--- src/rtl/noc_mesh_router.sv ---
// noc_mesh_router: 5-port wormhole mesh router (0=N 1=S 2=W 3=E 4=L).
// Each input has a FIFO and a YX route decoder. Each output has a round-robin
// arbiter that locks to one packet, plus a downstream credit counter.
// Optional feature macro NOC_ROUTER_DROP_EN: when it is defined, a packet whose
// head routes to a disabled output is popped and discarded. When it is
// undefined, such a head blocks its input.
// Handshake: valid_i writes one flit per cycle. Upstream may send only while
// it holds a credit, and credit_o returns one credit for each flit popped.
// Downstream returns one credit_i pulse for each flit it consumes, and an
// output sends only while its credit counter is non-zero.
module noc_mesh_router #(
  parameter int          DATA_W    = 16,
  parameter int          COORD_W   = 4,
  parameter int          BUF_DEPTH = 8,
  parameter logic [4:0]  PORT_EN   = 5'b11111,
  localparam int         CW        = $clog2(BUF_DEPTH + 1)
) (
  input  logic                   clk,
  input  logic                   reset,
  input  logic [2*COORD_W-1:0]   yx_addr_router_i,
  input  logic [5*DATA_W-1:0]    data_i,
  input  logic [4:0]             valid_i,
  input  logic [4:0]             credit_i,
  output logic [5*DATA_W-1:0]    data_o,
  output logic [4:0]             valid_o,
  output logic [4:0]             credit_o,
  output logic                   err_o,
  output logic [4:0]             dbg_arb_locked_o,
  output logic [5*CW-1:0]        dbg_credit_o
);
  localparam int AW = $clog2(BUF_DEPTH);
  localparam logic [CW-1:0] CRED_MAX = CW'(BUF_DEPTH);
  localparam logic [AW:0]   PTR_ONE  = (AW+1)'(1);
  localparam logic ARB_IDLE   = 1'b0;
  localparam logic ARB_LOCKED = 1'b1;
  localparam logic [2:0] P_N = 3'd0, P_S = 3'd1, P_W = 3'd2, P_E = 3'd3, P_L = 3'd4;

  logic [DATA_W-1:0]       mem_q [5][BUF_DEPTH];
  logic [4:0][AW:0]        wr_ptr_q, wr_vis_q, rd_ptr_q;
  logic [4:0][2:0]         route_q;
  logic [4:0]              drop_q;
  logic [4:0][CW-1:0]      cred_q, cred_d;
  logic [4:0]              arb_st_q, arb_st_d;
  logic [4:0][2:0]         arb_own_q, arb_own_d, rr_q, rr_d;
  logic [4:0][DATA_W-1:0]  data_q, data_d;
  logic [4:0]              valid_q, valid_d, credo_q;
  logic                    err_q;

  logic [4:0]              empty, full, is_head, is_tail, misroute;
  logic [4:0]              wr_en, fwd_pop, drop_pop, pop;
  logic [4:0][DATA_W-1:0]  front;
  logic [4:0][2:0]         route_f;
  logic [4:0]              gnt_vld;
  logic [4:0][2:0]         gnt_src;
  logic [2:0]              rr_idx;

  function automatic logic [2:0] yx_route(input logic [DATA_W-1:0] f,
                                          input logic [2*COORD_W-1:0] me);
    logic [COORD_W-1:0] dy, dx, ry, rx;
    dy = f[2*COORD_W-1:COORD_W];
    dx = f[COORD_W-1:0];
    ry = me[2*COORD_W-1:COORD_W];
    rx = me[COORD_W-1:0];
    if (dy < ry)      return P_N;
    else if (dy > ry) return P_S;
    else if (dx < rx) return P_W;
    else if (dx > rx) return P_E;
    else              return P_L;
  endfunction

  function automatic logic [2:0] rr_next(input logic [2:0] p, input logic [2:0] k);
    logic [3:0] s;
    s = {1'b0, p} + {1'b0, k};
    return (s >= 4'd5) ? 3'(s - 4'd5) : s[2:0];
  endfunction

  // Decode each FIFO front. The read side sees writes one cycle late, which
  // gives the two-edge input-to-output latency.
  always_comb begin
    for (int i = 0; i < 5; i++) begin
      empty[i]    = (rd_ptr_q[i] == wr_vis_q[i]);
      full[i]     = (wr_ptr_q[i] == {~rd_ptr_q[i][AW], rd_ptr_q[i][AW-1:0]});
      front[i]    = mem_q[i][rd_ptr_q[i][AW-1:0]];
      is_head[i]  = front[i][DATA_W-1];
      is_tail[i]  = front[i][DATA_W-2];
      route_f[i]  = is_head[i] ? yx_route(front[i], yx_addr_router_i) : route_q[i];
      misroute[i] = PORT_EN[i] & ~empty[i] & is_head[i] & ~drop_q[i] & ~PORT_EN[route_f[i]];
`ifdef NOC_ROUTER_DROP_EN
      drop_pop[i] = PORT_EN[i] & ~empty[i] & (misroute[i] | drop_q[i]);
`else
      drop_pop[i] = 1'b0;
`endif
    end
  end

  // Per-output arbitration, lock tracking and credit counting.
  always_comb begin
    gnt_vld   = '0;
    gnt_src   = '0;
    arb_st_d  = arb_st_q;
    arb_own_d = arb_own_q;
    rr_d      = rr_q;
    cred_d    = cred_q;
    data_d    = '0;
    valid_d   = '0;
    fwd_pop   = '0;
    rr_idx    = '0;
    for (int o = 0; o < 5; o++) begin
      if (PORT_EN[o] && cred_q[o] != '0) begin
        if (arb_st_q[o] == ARB_LOCKED) begin
          if (!empty[arb_own_q[o]]) begin
            gnt_vld[o] = 1'b1;
            gnt_src[o] = arb_own_q[o];
          end
        end else begin
          for (int k = 1; k <= 5; k++) begin
            rr_idx = rr_next(rr_q[o], k[2:0]);
            if (!gnt_vld[o] && !empty[rr_idx] && is_head[rr_idx] &&
                route_f[rr_idx] == o[2:0]) begin
              gnt_vld[o] = 1'b1;
              gnt_src[o] = rr_idx;
            end
          end
        end
      end
      if (gnt_vld[o]) begin
        fwd_pop[gnt_src[o]] = 1'b1;
        data_d[o]  = front[gnt_src[o]];
        valid_d[o] = 1'b1;
        if (arb_st_q[o] == ARB_IDLE) begin
          rr_d[o] = gnt_src[o];
          if (!is_tail[gnt_src[o]]) begin
            arb_st_d[o]  = ARB_LOCKED;
            arb_own_d[o] = gnt_src[o];
          end
        end else if (is_tail[gnt_src[o]]) begin
          arb_st_d[o] = ARB_IDLE;
        end
      end
      case ({gnt_vld[o], credit_i[o] & PORT_EN[o]})
        2'b10:   cred_d[o] = cred_q[o] - CW'(1);
        2'b01:   cred_d[o] = (cred_q[o] == CRED_MAX) ? cred_q[o] : cred_q[o] + CW'(1);
        default: cred_d[o] = cred_q[o];
      endcase
    end
    pop   = fwd_pop | drop_pop;
    wr_en = PORT_EN & valid_i & (~full | pop);
  end

  // FIFO storage carries no reset; the pointers define which entries are valid.
  always_ff @(posedge clk) begin
    for (int i = 0; i < 5; i++)
      if (wr_en[i]) mem_q[i][wr_ptr_q[i][AW-1:0]] <= data_i[i*DATA_W +: DATA_W];
  end

  // Pointers, route latches, arbiter state, credits and the registered outputs.
  always_ff @(posedge clk or negedge reset) begin
    if (!reset) begin
      wr_ptr_q  <= '0;
      wr_vis_q  <= '0;
      rd_ptr_q  <= '0;
      route_q   <= '0;
      drop_q    <= '0;
      cred_q    <= {5{CRED_MAX}};
      arb_st_q  <= {5{ARB_IDLE}};
      arb_own_q <= '0;
      rr_q      <= '0;
      data_q    <= '0;
      valid_q   <= '0;
      credo_q   <= '0;
      err_q     <= 1'b0;
    end else begin
      for (int i = 0; i < 5; i++) begin
        if (wr_en[i]) wr_ptr_q[i] <= wr_ptr_q[i] + PTR_ONE;
        wr_vis_q[i] <= wr_ptr_q[i];
        if (pop[i]) rd_ptr_q[i] <= rd_ptr_q[i] + PTR_ONE;
        if (fwd_pop[i] && is_head[i]) route_q[i] <= route_f[i];
        if (drop_pop[i]) drop_q[i] <= ~is_tail[i];
      end
      cred_q    <= cred_d;
      arb_st_q  <= arb_st_d;
      arb_own_q <= arb_own_d;
      rr_q      <= rr_d;
      data_q    <= data_d;
      valid_q   <= valid_d;
      credo_q   <= pop;
      err_q     <= err_q | (|misroute);
    end
  end

  assign data_o           = data_q;
  assign valid_o          = valid_q;
  assign credit_o         = credo_q;
  assign err_o            = err_q;
  assign dbg_arb_locked_o = arb_st_q;
  assign dbg_credit_o     = cred_q;
endmodule

--- config.mk ---
export PLATFORM = sky130hd
export DESIGN_NAME = noc_mesh_router
export DESIGN_NICKNAME = d
export VERILOG_FILES = /design/src/rtl/noc_mesh_router.sv
export SDC_FILE = /design/constraint.sdc
export NUM_CORES = 2
export LEC_CHECK = 0
export ABC_CLOCK_PERIOD_IN_PS = 9200
export BUFFER_PORTS_ARGS = -buffer_cell sky130_fd_sc_hd__buf_2
export CAP_MARGIN = 15
export CORE_ASPECT_RATIO = 1.1
export CORE_MARGIN = 5
export CORE_UTILIZATION = 56
export CTS_CLUSTER_SIZE = 30
export DETAILED_ROUTE_END_ITERATION = 8
export GPL_TIMING_DRIVEN = 0
export PLACE_DENSITY = 0.77
export SYNTH_ARGS = -nofsm -noshare
export SYNTH_HDL_FRONTEND = slang
export SYNTH_SLANG_ARGS = --single-unit
--- constraint.sdc ---
create_clock -name clk -period 9.2 [get_ports clk]
set_input_delay 0.46 -clock clk [delete_from_list [all_inputs] [get_ports clk]]
set_output_delay 0.46 -clock clk [all_outputs]
set_load 0.05 [all_outputs]
==> flow_metrics.env <==
export IMPL_clkTransAtPathRegs_ns=0.07
export IMPL_synth_area_leaders="edfxtp_1 (43%), dfrtp_1 (12%), mux4_2 (7.9%)"
export IMPL_synth_warnings=0
export IMPL_cts_tree="done"
export IMPL_place_hpwl_mm=106
export IMPL_synth_cell_types=110
export IMPL_synth_flop_cell="edfxtp_1"
export IMPL_status="completed"
export IMPL_die_width_um=281
export IMPL_cp_start_kind="register"
export IMPL_grt_max_degree=119
export IMPL_hold_path_class="in2reg"
export IMPL_clk_latency_ns=0.68
export IMPL_clock_sinks=860
export IMPL_area_growth_pct=13.5
export IMPL_timing_fmax_mhz=109
export IMPL_first_iter_violations=4688
export IMPL_via_count=33600
export IMPL_hold_ws_ns=0.0570
export IMPL_critPathMaxStageDelay_ns=0.86
export IMPL_asyncSetResetFlopFracSynth_pct=25.6
export IMPL_cts_buffer_depth=3
export IMPL_synth_edff_count=640
export IMPL_yosysTopAreaCell="edfxtp_1"
export IMPL_die_y_um=308
export IMPL_drive_above_1_share_pct=21.2
export IMPL_rsz0062_at_grt="false"
export IMPL_path_cells="clkbuf_1, clkbuf_2, mux4_2, mux2i_1, ha_1, nor4b_1, nor2_1, and2_1, mux2i_1, nor2_1, o311ai_1, o311ai_1, o21bai_2, inv_1, and4_1, a2111oi_1, and2_1, buf_4, inv_2, nor2_1, nor4b_2, buf_4, buf_4"
export IMPL_cp_max_fo=10
export IMPL_cpMaxStageDelayCell="mux2i_1"
export IMPL_yosysTopAreaCellShare_pct=42.6
export IMPL_arrival_ns=9.55
export IMPL_ys_seq_area_share_pct=54.8
export IMPL_routed_wl_mm=147
export IMPL_die_area_mm2=0.0864
export IMPL_period_needed_ns=9.14
export IMPL_hold_viol=0
export IMPL_grt_pass1_wl_mm=214
export IMPL_finalSetupTns_ns=0
export IMPL_io_buffers=214
export IMPL_rows=109
export IMPL_antenna_found_initial=22
export IMPL_criticalPathCategory="reg2reg"
export IMPL_drv_cap=0
export IMPL_clock_skew_ns=0.0385
export IMPL_cts_max_level=3
export IMPL_setup_violations=0
export IMPL_nNetsFinal=4056
export IMPL_avgSynthCellArea_um2=12.9
export IMPL_syn_nets=3707
export IMPL_wl_per_cell_um=29.6
export IMPL_via_per_inst=6.76
export IMPL_boundaryPins=216
export IMPL_drc=0
export IMPL_mostFrequentLayoutCells="edfxtp_1 (640), nor2_1 (266), buf_2 (253)"
export IMPL_ys_seq_elements=860
export IMPL_crit_path_end_kind="register"
export IMPL_track_usage_pct=33.2
export IMPL_maxSlewViolCount=0
export IMPL_fin_crit_sh_pct=99.3
export IMPL_grt_pass1_vias=32600
export IMPL_cts_made_buffers=84
export IMPL_syn_area_mm2=0.0452
export IMPL_gr_total_overflow=0
export IMPL_final_common_cell="edfxtp_1"
export IMPL_root_buffer="clkbuf_16"
export IMPL_gp_congestion=1.06
export IMPL_crit_required_ns=9.61
export IMPL_tightest_slew_ns=1.30
export IMPL_initial_core_util_pct=56.3
export IMPL_design_core_area_mm2=0.0802
export IMPL_syn_inst=3488
export IMPL_drt_pass1_iter_count=6
export IMPL_relSlewSlack_pct=12.7
export IMPL_detail_route_antenna_nets=0
[metal layers]
layer / global-route usage [%] / vias to the layer above / wire (µm)
met3: 7.23 / 544 / 15100
met4: 19.1 / 12 / 10400
met5: 0 / - / 80
met2: 52.5 / 2198 / 68100
li1: - / 14300 / -
met1: 42.9 / 16500 / 53200
[flip-flops by register name, summed over array words and instances (netlist names)]
name / count
dbg_credit_o: 20
valid_o: 5
wr_ptr_q: 20
arb_own_q: 15
wr_vis_q: 20
rr_q: 15
dbg_arb_locked_o: 5
rd_ptr_q: 20
mem_q: 640
data_o: 80
credit_o: 5
route_q: 15
[worst paths after layout]
| kind | startpoint | to | slack, ns | cells past startpoint |
|---|---|---|---|---|
| worst min-delay path | data_i[47] | mem_q[0][367]$_DFFE_PP_ | 0.06 | 1 |
| worst min register to register | wr_ptr_q[18]$_DFFE_PN0P_ | wr_vis_q[18]$_DFF_PN0_ | 0.37 | 0 |
| max in group asynchronous | reset | valid_o[2]$_DFF_PN0_ | 8.10 | 3 |
| worst max-delay path | rd_ptr_q[16]$_DFFE_PN0P_ | mem_q[0][498]$_DFFE_PP_ | 0.06 | 23 |
| worst max register to register | rd_ptr_q[16]$_DFFE_PN0P_ | mem_q[0][498]$_DFFE_PP_ | 0.06 | 23 |
| min in group asynchronous | reset | rd_ptr_q[12]$_DFFE_PN0N_ | 0.22 | 2 |
[repair_timing]
item,in CTS,in global routing
gates resized for setup,17,21
setup endpoints to repair,380,323
pin swaps,0,1
setup buffers,0,1
endpoints found under the hold margin,146,0
hold buffers,2,0
[stage by stage]
| stage | instance area, µm² | setup WS, ns | utilization, % | instances |
|---|---|---|---|---|
| floorplan | 45200 | 0.453 | - | 3488 |
| global placement | 47600 | -4.50 | 59.3 | 4756 |
| detailed placement | 48300 | -0.775 | 60.2 | 4803 |
| CTS | 51200 | 0.00683 | 63.8 | 4959 |
| global route | 51200 | 0.0343 | 63.9 | 4963 |
| finish | 51300 | 0.0648 | 63.9 | 4969 |
[cells in the mapped netlist, types with 23 or more instances]
cell        n
edfxtp_1  640
nor2_1    268
dfrtp_1   215
mux2i_1   210
a21oi_1   207
nand2_1   163
mux4_2    159
ha_1      109
mux2_2    109
inv_1     105
o21ai_0   105
clkbuf_1  103
xnor2_1    78
nor3_1     68
nand3_1    58
nand2b_1   52
nor2b_1    44
a211oi_1   37
buf_2      34
nor4_1     33
buf_1      31
nand4_1    30
xor2_1     30
a31oi_1    28
o211ai_1   27
o22a_1     26
a21o_1     25
and3_1     24
a22oi_1    23
[kinds of logic (layout without fill, tap and decap cells)]
kind of cell | count (synthesis) | count (layout) | share of synthesized area (%)
AO/OA/AOI/OAI | 749 | 749 | 11.6
XOR/XNOR | 108 | 108 | 2.09
adder cells (fa/ha/maj) | 119 | 119 | 3.46
buffers and inverters | 286 | 704 | 2.57
flip-flops | 860 | 860 | 54.8
multiplexers | 485 | 485 | 15.5
other | 1 | 10 | 0.00830
AND/OR/NAND/NOR | 880 | 880 | 10.0
[area by class of cell]
type	count	area (µm²)
diodes	9	22.5
plain buffers	175	767
clock buffers	109	2300
clock inverters	46	529
fillers	5871	28900
inverters	110	413
multi-input cells	2342	19600
flip-flops and latches	860	24700
well taps	1054	1320
repair buffers	264	1630
[worst max-delay path: cells and delay by family, from the launching register on]
family	cells	cell delay, ns
simple gates	8	2.17
mux	3	2.09
buf+inv	7	2.07
compound gates	4	1.84
flops	1	0.35
fa+ha+maj	1	0.32
Power is not shown: default switching activity piles up to over one toggle a cycle in this logic, so the estimate is an artifact.
